[config.mk]
export PLATFORM = sky130hd
export DESIGN_NAME = pmu_gated_flat
export DESIGN_NICKNAME = d
export VERILOG_FILES = /design/src/rtl/pmu_pkg.sv /design/src/rtl/pmu_gated_if.sv /design/src/rtl/pmu_sat_counter.sv /design/src/rtl/pmu_gated.sv /design/src/flat_wrapper.sv
export SDC_FILE = /design/constraint.sdc
export NUM_CORES = 1
export LEC_CHECK = 0
export ABC_AREA = 0
export ABC_CLOCK_PERIOD_IN_PS = 3900
export CORE_MARGIN = 2
export CORE_UTILIZATION = 57
export DETAILED_ROUTE_END_ITERATION = 10
export GPL_TIMING_DRIVEN = 0
export HOLD_SLACK_MARGIN = 0.05
export PLACE_DENSITY = 0.83
export SETUP_SLACK_MARGIN = 0.15
export SLEW_MARGIN = 10
export SYNTH_ARGS = -nofsm -noshare
export SYNTH_HDL_FRONTEND = slang
export SYNTH_SLANG_ARGS = --single-unit
export TNS_END_PERCENT = 30
[constraint.sdc]
create_clock -name slow_clk -period 3.9 [get_ports slow_clk]
set_input_delay 0.39 -clock slow_clk [delete_from_list [all_inputs] [get_ports slow_clk]]
set_output_delay 0.39 -clock slow_clk [all_outputs]
set_load 0.05 [all_outputs]
[src/rtl/pmu_pkg.sv]
// Shared types and constants for the gated power management unit.
// Output vectors are ordered {powerup, enable, ready}.
package pmu_pkg;

    localparam int CNT_W = 8;

    typedef enum logic [2:0] {
        PMU_BOOT    = 3'd0,
        PMU_RUN     = 3'd1,
        PMU_GATED   = 3'd2,
        PMU_WAKE_PU = 3'd3,
        PMU_WAKE_EN = 3'd4
    } pmu_state_e;

    localparam logic [2:0] OUT_ON          = 3'b111;
    localparam logic [2:0] OUT_GATED_DEEP  = 3'b000;
    localparam logic [2:0] OUT_GATED_LIGHT = 3'b100;
    localparam logic [2:0] OUT_WAKE_PU     = 3'b100;
    localparam logic [2:0] OUT_WAKE_EN     = 3'b110;

    // True in the cycle a count completes, or once it already sits at limit.
    function automatic logic cnt_hit(
        input logic             inc,
        input logic [CNT_W-1:0] cnt,
        input int               limit,
        input logic             done
    );
        return done | (inc && (cnt == CNT_W'(limit - 1)));
    endfunction

endpackage

[src/rtl/pmu_gated_if.sv]
// Core-side bus of the PMU: stack pointer, idle/wake requests
// and the HFOSC control/status outputs.
interface pmu_gated_if #(
    parameter int WIDTH    = 32,
    parameter int NUM_WAKE = 4
);
    logic [WIDTH-1:0]    rdsp;
    logic                idle_req;
    logic [NUM_WAKE-1:0] wake_evt;
    logic [NUM_WAKE-1:0] wake_mask;
    logic                clkhf_enable;
    logic                clkhf_powerup;
    logic                clk_ready;
    logic                boot_done;
    logic [2:0]          state_out;

    modport master (
        output rdsp, idle_req, wake_evt, wake_mask,
        input  clkhf_enable, clkhf_powerup, clk_ready,
        input  boot_done, state_out
    );

    modport slave (
        input  rdsp, idle_req, wake_evt, wake_mask,
        output clkhf_enable, clkhf_powerup, clk_ready,
        output boot_done, state_out
    );
endinterface

[src/rtl/pmu_sat_counter.sv]
// Saturating up-counter with synchronous clear (clear wins over inc).
// o_done is high while the count sits at LIMIT.
module pmu_sat_counter #(
    parameter int W     = 8,
    parameter int LIMIT = 1
) (
    input  logic         i_clk,
    input  logic         i_rst_n,
    input  logic         i_inc,
    input  logic         i_clr,
    output logic [W-1:0] o_count,
    output logic         o_done
);
    localparam logic [W-1:0] LIM = W'(LIMIT);

    logic [W-1:0] r_cnt;

    always_ff @(posedge i_clk or negedge i_rst_n) begin
        if (!i_rst_n) begin
            r_cnt <= '0;
        end else if (i_clr) begin
            r_cnt <= '0;
        end else if (i_inc && (r_cnt != LIM)) begin
            r_cnt <= r_cnt + 1'b1;
        end
    end

    assign o_count = r_cnt;
    assign o_done  = (r_cnt == LIM);
endmodule

[src/rtl/pmu_gated.sv]
// Slow-clock PMU: counts boot triggers, then gates HFOSC on idle
// and restores it on masked wake with a timed startup.
module pmu_gated
    import pmu_pkg::*;
#(
    parameter int               WIDTH          = 32,
    parameter logic [WIDTH-1:0] TRIGGER_SP     = 32'h1000,
    parameter int               BOOT_MATCHES   = 2,
    parameter int               IDLE_CYCLES    = 16,
    parameter int               STARTUP_CYCLES = 8,
    parameter int               NUM_WAKE       = 4,
    parameter int               DEEP_SLEEP     = 1
) (
    input logic       slow_clk,
    input logic       reset_n,
    pmu_gated_if.slave bus
);
    logic [WIDTH-1:0] r_sp1;
    logic [WIDTH-1:0] r_sp2;
    logic             r_match;
    pmu_state_e       r_state;
    pmu_state_e       w_nxt;
    logic [2:0]       r_out;
    logic [2:0]       w_out;
    logic             r_boot_done;

    logic             w_match;
    logic             w_evt;
    logic             w_wake;
    logic [CNT_W-1:0] w_boot_cnt;
    logic [CNT_W-1:0] w_idle_cnt;
    logic [CNT_W-1:0] w_su_cnt;
    logic             w_boot_done;
    logic             w_idle_done;
    logic             w_su_done;
    logic             w_boot_inc;
    logic             w_idle_inc;
    logic             w_su_inc;
    logic             w_boot_hit;
    logic             w_idle_hit;
    logic             w_su_hit;

    // Two-stage sample of rdsp; only a fresh match counts as an event.
    assign w_match = (r_sp1 == TRIGGER_SP) && (r_sp2 == TRIGGER_SP);
    assign w_evt   = w_match && !r_match;
    assign w_wake  = |(bus.wake_evt & bus.wake_mask);

    assign w_boot_inc = w_evt && (r_state == PMU_BOOT);
    assign w_idle_inc = bus.idle_req && (r_state == PMU_RUN);
    assign w_su_inc   = (r_state == PMU_WAKE_PU);

    assign w_boot_hit = cnt_hit(w_boot_inc, w_boot_cnt,
                                BOOT_MATCHES, w_boot_done);
    assign w_idle_hit = cnt_hit(w_idle_inc, w_idle_cnt,
                                IDLE_CYCLES, w_idle_done);
    assign w_su_hit   = cnt_hit(w_su_inc, w_su_cnt,
                                STARTUP_CYCLES, w_su_done);

    pmu_sat_counter #(.W(CNT_W), .LIMIT(BOOT_MATCHES)) u_boot_cnt (
        .i_clk   (slow_clk),
        .i_rst_n (reset_n),
        .i_inc   (w_boot_inc),
        .i_clr   (1'b0),
        .o_count (w_boot_cnt),
        .o_done  (w_boot_done)
    );

    pmu_sat_counter #(.W(CNT_W), .LIMIT(IDLE_CYCLES)) u_idle_cnt (
        .i_clk   (slow_clk),
        .i_rst_n (reset_n),
        .i_inc   (w_idle_inc),
        .i_clr   (!w_idle_inc || w_idle_hit),
        .o_count (w_idle_cnt),
        .o_done  (w_idle_done)
    );

    pmu_sat_counter #(.W(CNT_W), .LIMIT(STARTUP_CYCLES)) u_su_cnt (
        .i_clk   (slow_clk),
        .i_rst_n (reset_n),
        .i_inc   (w_su_inc),
        .i_clr   (!w_su_inc),
        .o_count (w_su_cnt),
        .o_done  (w_su_done)
    );

    always_comb begin
        w_nxt = r_state;
        unique case (r_state)
            PMU_BOOT:    if (w_boot_hit) w_nxt = PMU_RUN;
            PMU_RUN:     if (w_idle_hit && !w_wake) w_nxt = PMU_GATED;
            PMU_GATED: begin
                if (w_wake) begin
                    w_nxt = (DEEP_SLEEP != 0) ? PMU_WAKE_PU
                                              : PMU_WAKE_EN;
                end
            end
            PMU_WAKE_PU: if (w_su_hit) w_nxt = PMU_WAKE_EN;
            PMU_WAKE_EN: w_nxt = PMU_RUN;
            default:     w_nxt = PMU_BOOT;
        endcase
    end

    // Outputs follow the next state so they change with the state register.
    always_comb begin
        w_out = OUT_ON;
        unique case (w_nxt)
            PMU_GATED: w_out = (DEEP_SLEEP != 0) ? OUT_GATED_DEEP
                                                 : OUT_GATED_LIGHT;
            PMU_WAKE_PU: w_out = OUT_WAKE_PU;
            PMU_WAKE_EN: w_out = OUT_WAKE_EN;
            default:     w_out = OUT_ON;
        endcase
    end

    always_ff @(posedge slow_clk or negedge reset_n) begin
        if (!reset_n) begin
            r_sp1       <= '0;
            r_sp2       <= '0;
            r_match     <= 1'b0;
            r_state     <= PMU_BOOT;
            r_out       <= OUT_ON;
            r_boot_done <= 1'b0;
        end else begin
            r_sp1       <= bus.rdsp;
            r_sp2       <= r_sp1;
            r_match     <= w_match;
            r_state     <= w_nxt;
            r_out       <= w_out;
            r_boot_done <= r_boot_done | w_boot_hit;
        end
    end

    assign bus.clkhf_powerup = r_out[2];
    assign bus.clkhf_enable  = r_out[1];
    assign bus.clk_ready     = r_out[0];
    assign bus.boot_done     = r_boot_done;
    assign bus.state_out     = r_state;
endmodule

[src/flat_wrapper.sv]
// flat-port wrapper written by rule: the top's interface ports become plain ports
module pmu_gated_flat import pmu_pkg::*;
#(
    parameter int               WIDTH          = 32,
    parameter logic [WIDTH-1:0] TRIGGER_SP     = 32'h1000,
    parameter int               BOOT_MATCHES   = 2,
    parameter int               IDLE_CYCLES    = 16,
    parameter int               STARTUP_CYCLES = 8,
    parameter int               NUM_WAKE       = 4,
    parameter int               DEEP_SLEEP     = 1
)
  (slow_clk, reset_n, bus_rdsp, bus_idle_req, bus_wake_evt, bus_wake_mask, bus_clkhf_enable, bus_clkhf_powerup, bus_clk_ready, bus_boot_done, bus_state_out);
  pmu_gated_if #(.WIDTH(WIDTH), .NUM_WAKE(NUM_WAKE)) bus_i ();
  input logic slow_clk;
  input logic reset_n;
  input wire logic [$bits(bus_i.rdsp)-1:0] bus_rdsp;
  input wire logic [$bits(bus_i.idle_req)-1:0] bus_idle_req;
  input wire logic [$bits(bus_i.wake_evt)-1:0] bus_wake_evt;
  input wire logic [$bits(bus_i.wake_mask)-1:0] bus_wake_mask;
  output wire logic [$bits(bus_i.clkhf_enable)-1:0] bus_clkhf_enable;
  output wire logic [$bits(bus_i.clkhf_powerup)-1:0] bus_clkhf_powerup;
  output wire logic [$bits(bus_i.clk_ready)-1:0] bus_clk_ready;
  output wire logic [$bits(bus_i.boot_done)-1:0] bus_boot_done;
  output wire logic [$bits(bus_i.state_out)-1:0] bus_state_out;
  assign bus_i.rdsp = bus_rdsp;
  assign bus_i.idle_req = bus_idle_req;
  assign bus_i.wake_evt = bus_wake_evt;
  assign bus_i.wake_mask = bus_wake_mask;
  assign bus_clkhf_enable = bus_i.clkhf_enable;
  assign bus_clkhf_powerup = bus_i.clkhf_powerup;
  assign bus_clk_ready = bus_i.clk_ready;
  assign bus_boot_done = bus_i.boot_done;
  assign bus_state_out = bus_i.state_out;
  pmu_gated #(.WIDTH(WIDTH), .TRIGGER_SP(TRIGGER_SP), .BOOT_MATCHES(BOOT_MATCHES), .IDLE_CYCLES(IDLE_CYCLES), .STARTUP_CYCLES(STARTUP_CYCLES), .NUM_WAKE(NUM_WAKE), .DEEP_SLEEP(DEEP_SLEEP)) u_core (.slow_clk(slow_clk), .reset_n(reset_n), .bus(bus_i));
endmodule
; ---- Word level (Yosys, flattened, before mapping)
; Index checks and enable logic that the tools add are counted.
[totals]
elab_cells = 64
ff_bits = 96
out_inout_bits = 7
in_bits = 43
[classes]
bitwise_logic = 5
muxes = 10
n_eq_ne = 19
add_sub_neg = 3
n_reduce_logical = 18
[ops]
columns = operator, n
row1 = $eq A32 B13 Y1 const B, 2
row2 = $mux W8, 4
row3 = $add A8 B1 Y8 const B, 3
row4 = $eq A8 B4 Y1 const B, 2
row5 = $pmux W3 S5, 1
row6 = $eq A3 B2 Y1 const B, 4
row7 = $mux W3, 4
row8 = $logic_and A1 B1 Y1, 11
row9 = $pmux W3 S3, 1
row10 = $eq A8 B1 Y1 const B, 1
row11 = $eq A8 B2 Y1 const B, 1
row12 = $eq A8 B3 Y1 const B, 1
row13 = $eq A8 B5 Y1 const B, 1
row14 = $ne A8 B2 Y1 const B, 1
row15 = $ne A8 B4 Y1 const B, 1
row16 = $ne A8 B5 Y1 const B, 1
row17 = $eq A3 B3 Y1 const B, 2
row18 = $and A4 B4 Y4, 1
row19 = $or A1 B1 Y1, 4
row20 = $reduce_or A4 Y1, 1
row21 = $eq A3 B1 Y1 const B, 1
row22 = $logic_not A1 Y1, 3
row23 = $logic_not A3 Y1, 1
row24 = $ne A2 B1 Y1 const B, 1
row25 = other kinds (2), 2

; ---- Depth between registers and ports, before layout
; Gate-level depths: netlist of the first run.
[logic_depth]
depth_word = 10
mapped_depth = 7
depth_no_buf = 7

; ---- Hierarchy
; A second synthesis of the first run with hierarchy kept.
[unflattened]
hier_cells = 276
area_unflattened_um2 = 3594.7
[modules_own_cells]
columns = mod, cells_each, n_inst, area_per_inst_um2, seq_area_each_um2
row1 = pmu_gated, 135, 1, 2229.6, 1805.5
row2 = pmu_sat_counter (u_core.u_idle_cnt), 48, 1, 457.9, 200.2
row3 = pmu_sat_counter (u_core.u_su_cnt), 47, 1, 454.2, 200.2
row4 = pmu_sat_counter (u_core.u_boot_cnt), 46, 1, 452.9, 200.2

; ---- Worst setup path after synthesis of the first run
; Ideal clock, no wire load.
[synth_path]
kind = register to register
from = reg u_core.r_state[1], in the netlist u_core.bus.state_out[1]
to = reg u_core.u_boot_cnt.r_cnt[2], in the netlist u_core.u_boot_cnt.o_count[2]
setup_time_ps = 79
t_required_ps = 3821
path_slack_ps = 2023
n_path_buf = 1
stages_incl_launch_ff = 6
t_arrival_ps = 1798
synth_period_minus_slack_ps = 1877
cell_sequence = dfrtp_1 buf_6 or4_4 nor2_8 and4_1 xor2_1
[synth_between]
elab_chain_len = 3
[synth_rtl]
columns = item, line
row1 = from (decl), pmu_gated.sv:21  ; pmu_state_e r_state;
row2 = from (signal assigned), pmu_gated.sv:127  ; r_state <= w_nxt;
row3 = $logic_not A3 Y1, pmu_gated.sv:48  ; assign w_boot_inc = w_evt && (r_state == PMU_BOOT);
row4 = $logic_and A1 B1 Y1, pmu_gated.sv:48
row5 = $logic_and A1 B1 Y1, pmu_sat_counter.sv:23  ; end else if (i_inc && (r_cnt != LIM)) begin
row6 = to (signal assigned), pmu_sat_counter.sv:24  ; r_cnt <= r_cnt + 1'b1;
row7 = to (decl), pmu_sat_counter.sv:16  ; logic [W-1:0] r_cnt;
; No other way between the ends.
; A chain may end at the register's enable or synchronous reset.

; ---- Worst setup path in the final report of the first run
[layout_path]
from = reg u_core.r_state[2], in the netlist u_core.bus.state_out[2]
to = out bus_state_out[2]
[layout_rtl]
columns = item, line
row1 = to (decl), flat_wrapper.sv:24  ; output wire logic [$bits(bus_i.state_out)-1:0] bus_state_out;
; No word-level cell between the ends.

==> run_results.csv, run 1 <==
group,metric,value,unit
clock_tree,clk_latency,0.36,ns
finish,final_cell_area,4195,um^2
setup_path,crit_family,"buffers and inverters",
floorplanning,dieHeight,81.17,um
clock_tree,cts_setup_buffers,0,
grt,grt_antenna_before_repair,0,
clock_tree,cts_buffers,9,
setup_path,path_cells,"clkdlybuf4s50_1",
grt,grt_pass1_wl,9.177,mm
sta,setup_tns,0,ns
floorplanning,die_width,81.17,um
sta,hold_violations,0,
clock_tree,ctsResizeCount,0,
finish,diodes,0,
floorplanning,rows,28,
route,wl,5.382,mm
finish,area_delta_synth_final,23.59,%
run,drv_cap,0,
route,first_pass_iters,4,
floorplanning,start_util,58.02,%
setup_path,worst-endpoint-required,3.51,ns
clock_tree,cts-root-buf,"clkbuf_8",
place,dp_cells,368,
finish,fin_cells,384,
finish,final_util,71.71,%
place,dpl_cell_area,3996,um^2
setup_path,critPathBufInv,1,
finish,final_cell_mix,"93 x dfrtp_1, 48 x clkdlybuf4s50_1, 17 x nor2_1",
setup_path,crit_fanout,7,
setup_path,startpoint_type,"register",
route,antenna_left,0,
finish,drive_gt1_share,10.03,%
grt,grt-ovfl-total,0,
sta,clock_skew,0.009671,ns
setup_path,endpoint_kind,"primary output",
setup_path,crit_arrival,1.68,ns
min_path,hp-class,"in -> async",
route,drcViolationCount,0,
clock_tree,cts_tree,"built",
floorplanning,die_area,6589,um^2
sta,min_period,2.068,ns
synthesis,syn_inst,243,
sta,setup_slack,1.832,ns
sta,fmax,0.4837,GHz
pwr,p_per_area,415.5,nW/um^2
floorplanning,core_area,5851,um^2
sta,setup_viol,0,
grt,grt_usage,19.00,%
place,place_hpwl,3.754,mm
grt,grt_max_degree,55,
place,gp_congestion,0.8166,
setup_path,max_stage_delay,0.85,ns
clock_tree,htreeDepth,3,
sta,rsz0062_at_grt,"no",
sta,drv_slew,0,
synthesis,synthesis.nets,293,
route,num_vias,2042,
outcome,status,"finished clean",
route,routed_via_density,5.318,
synthesis,ys_warn_count,0,
route,first_iter_violations,65,
synthesis,synth.distinct_cells,42,
clock_tree,clock-sinks,96,
synthesis,synth_area_per_cell,13.97,um^2
synthesis,yosysSeqAreaShare,70.88,%
clock_tree,clock_path_buffers,2,
synthesis,netlist_area,3395,um^2
setup_path,path_class,"reg -> out",
sta,relSlewSlack,54.02,%
grt,grt_pass1_vias,2067,
finish,nNetsFinal,354,
finish,fill_cells,390,
sta,period_share,53.01,%
pwr,ir_drop,341.3,uV
route,wl_per_cell,14.02,um
setup_path,crit_slowest_cell,"clkdlybuf4s50_1",
clock_tree,clk_pin_slew,0.09,ns
place,dpl_worst_slack,1.715,ns
sta,worst_slew_pin_slew,0.6833,ns
finish,final_common_cell,"dfrtp_1",
synthesis,ys_ff_latch,96,
pwr,power.static_leakage,1.842,nW
place,port-buffer-count,49,
floorplanning,io_pins,50,
clock_tree,hold_buffers,0,
## final cells by class
type	instances	area [um^2]	area share [%]
buffer	2	16.27	0.3877
tap	75	93.84	2.237
clock inverter	6	61.31	1.461
clock buffer	10	137.6	3.281
timing repair buffer	50	508.0	12.11
inverter	8	30.03	0.7158
multi-input combinational	137	942.2	22.46
sequential	96	2406	57.35
## worst reg2reg max path, delay by kind of cell (launching register included)
| family | cells | cell delay (ns) |
|---|---|---|
| DFF | 1 | 0.40 |
| xor gates and xnor gates | 1 | 0.17 |
| and+or+nand+nor | 4 | 1.21 |
## metrics by stage
| step | hold slack [ns] | power [W] |
|---|---|---|
| 2_1_floorplan | 0.09441 | 0.001076 |
| 3_3_place_gp | 0.3537 | 0.001141 |
| 3_5_place_dp | 0.3615 | 0.001147 |
| 4_1_cts | 0.07254 | 0.001754 |
| 5_1_grt | 0.1111 | 0.001816 |
| 6_report | 0.05408 | 0.001743 |
## synthesized netlist by cell type
library cell	instances	share of area, %
a22oi_1	2	0.44
o21ai_0	6	0.88
nand3_2	1	0.29
or4_1	1	0.22
dfstp_2	3	2.3
nor2b_1	1	0.18
inv_1	8	0.88
nor4b_2	1	0.44
nand4_1	10	1.8
nor4_1	16	2.9
or3_1	1	0.18
and3_1	6	1.1
and3b_1	2	0.52
nor4b_1	1	0.26
buf_6	1	0.33
a21oi_1	3	0.44
or4_4	1	0.33
and2_1	2	0.37
o32a_1	1	0.29
xor2_1	10	2.6
buf_2	1	0.15
and2_2	1	0.22
nor4bb_1	2	0.59
a21boi_0	1	0.22
a21o_1	1	0.22
nand2_1	10	1.1
o211ai_1	1	0.22
nor3_1	3	0.44
nor3_4	1	0.48
nor2_1	17	1.9
xnor2_1	8	2.1
and4_1	1	0.26
a211o_1	1	0.26
nor3_2	1	0.29
and3_2	1	0.22
dfrtp_1	93	69
ha_1	7	2.6
nor2_8	1	0.59
a311oi_1	1	0.26
mux2i_1	2	0.59
and4b_1	1	0.29
nand3_1	11	1.6
## flip-flops by register name, indices dropped and copies added, names as in the netlist
| name | count |
|---|---|
| u_core.r_sp1 | 32 |
| u_core.r_sp2 | 32 |
| u_core.u_boot_cnt.o_count | 8 |
| u_core.u_idle_cnt.o_count | 8 |
| u_core.u_su_cnt.o_count | 8 |
| u_core.bus.state_out | 3 |
| u_core.r_out | 3 |
| u_core.bus.boot_done | 1 |
| u_core.r_match | 1 |
## cells by family after synthesis
kind of cell             Yosys count  share of synthesized area (%)
AO/OA/AOI/OAI                     17                          3.244
XOR/XNOR                          18                          4.644
adder cells (fa/ha/maj)            7                          2.580
buffers and inverters             10                          1.364
flip-flops                        96                          70.88
multiplexers                       2                         0.5898
AND/OR/NAND/NOR                   93                          16.70
## final timing paths
kind / start / endpoint / slack, ns / depth (start not counted)
worst min-delay path: reset_n / u_core.r_sp2[16] / 0.05 / 1
min in group slow_clk: u_core.r_sp1[5] / u_core.r_sp2[5] / 0.38 / 0
max in group asynchronous: reset_n / u_core.u_boot_cnt.o_count[3] / 3.19 / 2
worst min register to register: u_core.r_sp1[5] / u_core.r_sp2[5] / 0.38 / 0
worst max-delay path: u_core.bus.state_out[2] / bus_state_out[2] / 1.83 / 1
worst max register to register: u_core.r_sp1[25] / u_core.u_boot_cnt.o_count[0] / 2.01 / 5
## where the power goes
part | switching [W] | internal [W] | total, W
registers | 0.0000171 | 0.00103 | 0.00105
clock network | 0.000354 | 0.000263 | 0.000617
logic | 0.0000320 | 0.0000459 | 0.0000779
## per-layer routing
metal | global-route usage (%) | part of all wire (%) | up-vias
li1 | - | - | 978
met1 | 23.15 | 42 | 994
met2 | 31.90 | 51 | 58
met3 | 4.222 | 4.6 | 12
met4 | 9.831 | 2.5 | 0
met5 | 0 | 0 | -
Note: power is estimated with default switching activity, not from simulation.
==> inputs of run 2 (changes only) <==
ABC_CLOCK_PERIOD_IN_PS = 1700   (was 3900)
CORE_UTILIZATION = 48   (was 57)
PLACE_DENSITY = 0.75   (was 0.83)
clock period = 1.7 ns   (was 3.9 ns; I/O delays follow)
==> run 2 against run 1 <==
Against the previous run: the run now ends with setup timing left; critical path depth is 5 higher; sequential cell count is the same; via count is 2.2% higher; clock power grew 120%; largest cell class unchanged.
==> run_results.csv, run 2 (same netlist as run 1, synthesis figures left out) <==
group,metric,value,unit
grt,grt_antenna_before_repair,0,
sta,fmax,0.5802,GHz
floorplanning,start_util,49.69,%
min_path,holdPathEnd,"u_core.r_sp1[20]",
grt,grt_usage,16.93,%
setup_path,max_stage_delay,0.39,ns
floorplanning,dieHeight,88.10,um
min_path,hp-class,"in -> reg",
pwr,p_int,0.003033,W
setup_path,rrSetupSlack,-0.02,ns
floorplanning,die_width,88.10,um
finish,drive_gt1_share,20.99,%
grt,grt_pass1_wl,9.715,mm
route,num_vias,2086,
route,first_iter_violations,108,
finish,final_util,65.09,%
clock_tree,cts_buffers,9,
setup_path,startpoint_type,"register",
finish,final_common_cell,"dfrtp_1",
grt,grt_max_degree,53,
clock_tree,cts_tree,"built",
grt,grt-ovfl-total,0,
clock_tree,clk_latency,0.36,ns
route,wl,5.607,mm
setup_path,path_class,"reg -> reg",
pwr,power.total,0.003933,W
floorplanning,rows,30,
route,antenna_left,0,
route,drcViolationCount,0,
setup_path,crit_arrival,2.02,ns
setup_path,path_cells,"nor4_2 > nand4_1 > nor3_4 > buf_6 > and4_1 > xor2_1",
place,dpl_worst_slack,-0.2070,ns
sta,relSlewSlack,63.90,%
place,gp_congestion,0.8469,
finish,final_cell_area,4447,um^2
outcome,violations,"setup timing",
clock_tree,cts-root-buf,"clkbuf_8",
finish,final_cell_mix,"91 x dfrtp_1, 41 x clkdlybuf4s50_1, 17 x nor2_1",
sta,setup_slack,-0.02365,ns
setup_path,worst-endpoint-required,2.00,ns
pwr,switching_share,22.87,%
sta,rsz0062_at_grt,"yes",
floorplanning,core_area,6832,um^2
clock_tree,htreeDepth,3,
pwr,clkPwrFrac,34.0,%
finish,nNetsFinal,369,
pwr,p_seq_share,61.3,%
sta,min_period,1.724,ns
finish,fin_cells,420,
sta,hold_violations,0,
finish,reg_top3,"u_core.r_sp1 (32), u_core.r_sp2 (32)",
setup_path,timing.rr.end,"u_core.u_boot_cnt.o_count[2]",
outcome,status,"complete, but fails checks",
min_path,min-delay-start,"bus_rdsp[20]",
floorplanning,die_area,7761,um^2
run,drv_cap,0,
min_path,hold_path_depth,1,
pwr,power.switching,0.0008996,W
place,dpl_cell_area,4039,um^2
setup_path,endpoint_kind,"register",
grt,grt_pass1_vias,2165,
clock_tree,clk_pin_slew,0.09,ns
clock_tree,clock-sinks,96,
pwr,p_per_area,884.4,nW/um^2
floorplanning,io_pins,50,
clock_tree,clock_path_buffers,2,
sta,worst_slew_pin_slew,0.5415,ns
pwr,combPwrFrac,4.7,%
sta,period_share,101.4,%
sta,setup_viol,3,
pwr,power.static_leakage,1.938,nW
finish,diodes,0,
place,dp_cells,389,
place,place_hpwl,3.728,mm
pwr,ir_drop,562.1,uV
sta,drv_slew,0,
route,routed_via_density,4.967,
setup_path,crit_fanout,8,
setup_path,crit_slowest_cell,"dfrtp_1",
place,port-buffer-count,49,
sta,clock_skew,0.008273,ns
setup_path,r2r-start,"u_core.r_sp1[21]",
finish,area_delta_synth_final,31.00,%
setup_path,rr_worst_depth,6,
route,wl_per_cell,13.35,um
route,first_pass_iters,4,
run 2: area by class of cell:
cell class                 count  area (um^2)
sequential                    96         2409
fill                         505         2385
multi-input combinational    137         1059
timing repair buffer          65        628.1
clock buffer                  10        127.6
tap                           96        120.1
clock inverter                 6        51.30
inverter                       8        30.03
buffer                         2        22.52
run 2: worst max-delay path by stage:
stage	from	endpoint
floorplan	u_core.bus.state_out[0]	u_core.u_boot_cnt.o_count[2]
CTS	u_core.r_sp2[21]	u_core.u_boot_cnt.o_count[2]
global placement	reset_n	u_core.bus.state_out[1]
detailed placement	bus_idle_req	u_core.bus.state_out[0]
global route	u_core.r_sp1[21]	u_core.u_boot_cnt.o_count[2]
finish	u_core.r_sp1[21]	u_core.u_boot_cnt.o_count[2]
run 2: per-layer routing:
metal | wire, um | track usage, % | vias up | part of all wire (%)
met3 | 219 | 3.676 | 10 | 3.9
met5 | 0 | 0 | - | 0
met2 | 2807 | 27.82 | 39 | 50
met4 | 154 | 9.917 | 0 | 2.7
met1 | 2425 | 20.71 | 1022 | 43
li1 | - | - | 1015 | -
run 2: what timing repair did:
action	CTS	global route
pin swaps	17	11
buffers inserted	11	3
endpoints found under the setup margin	31	18
hold endpoints to repair	43	0
hold buffers	1	0
resized for setup	32	10
run 2: per-stage QoR:
step | TNS (ns) | hold WS (ns)
floorplan | -0.3926 | -0.1256
global placement | -264.48 | 0.3575
detailed placement | -1.713 | 0.1892
CTS | -0.03256 | 0.2189
global route | -1.047 | 0.2106
finish | -0.04068 | 0.2356
run 2: power by group through the flow:
stage	Combinational [W]	Sequential (W)	Clock (W)
after global placement	0.000173	0.00245	0
after floorplan	0.0000288	0.00244	0
after global routing	0.000210	0.00242	0.00149
final	0.000186	0.00241	0.00134
after detailed placement	0.000183	0.00245	0
after CTS	0.000190	0.00241	0.00138
run 2: worst max-delay path, delay by kind of cell, from the launching register on:
family,cells,cell delay (ns)
AND/OR/NAND/NOR,4,0.97
flip-flops,1,0.39
XOR/XNOR,1,0.14
buffers and inverters,1,0.16
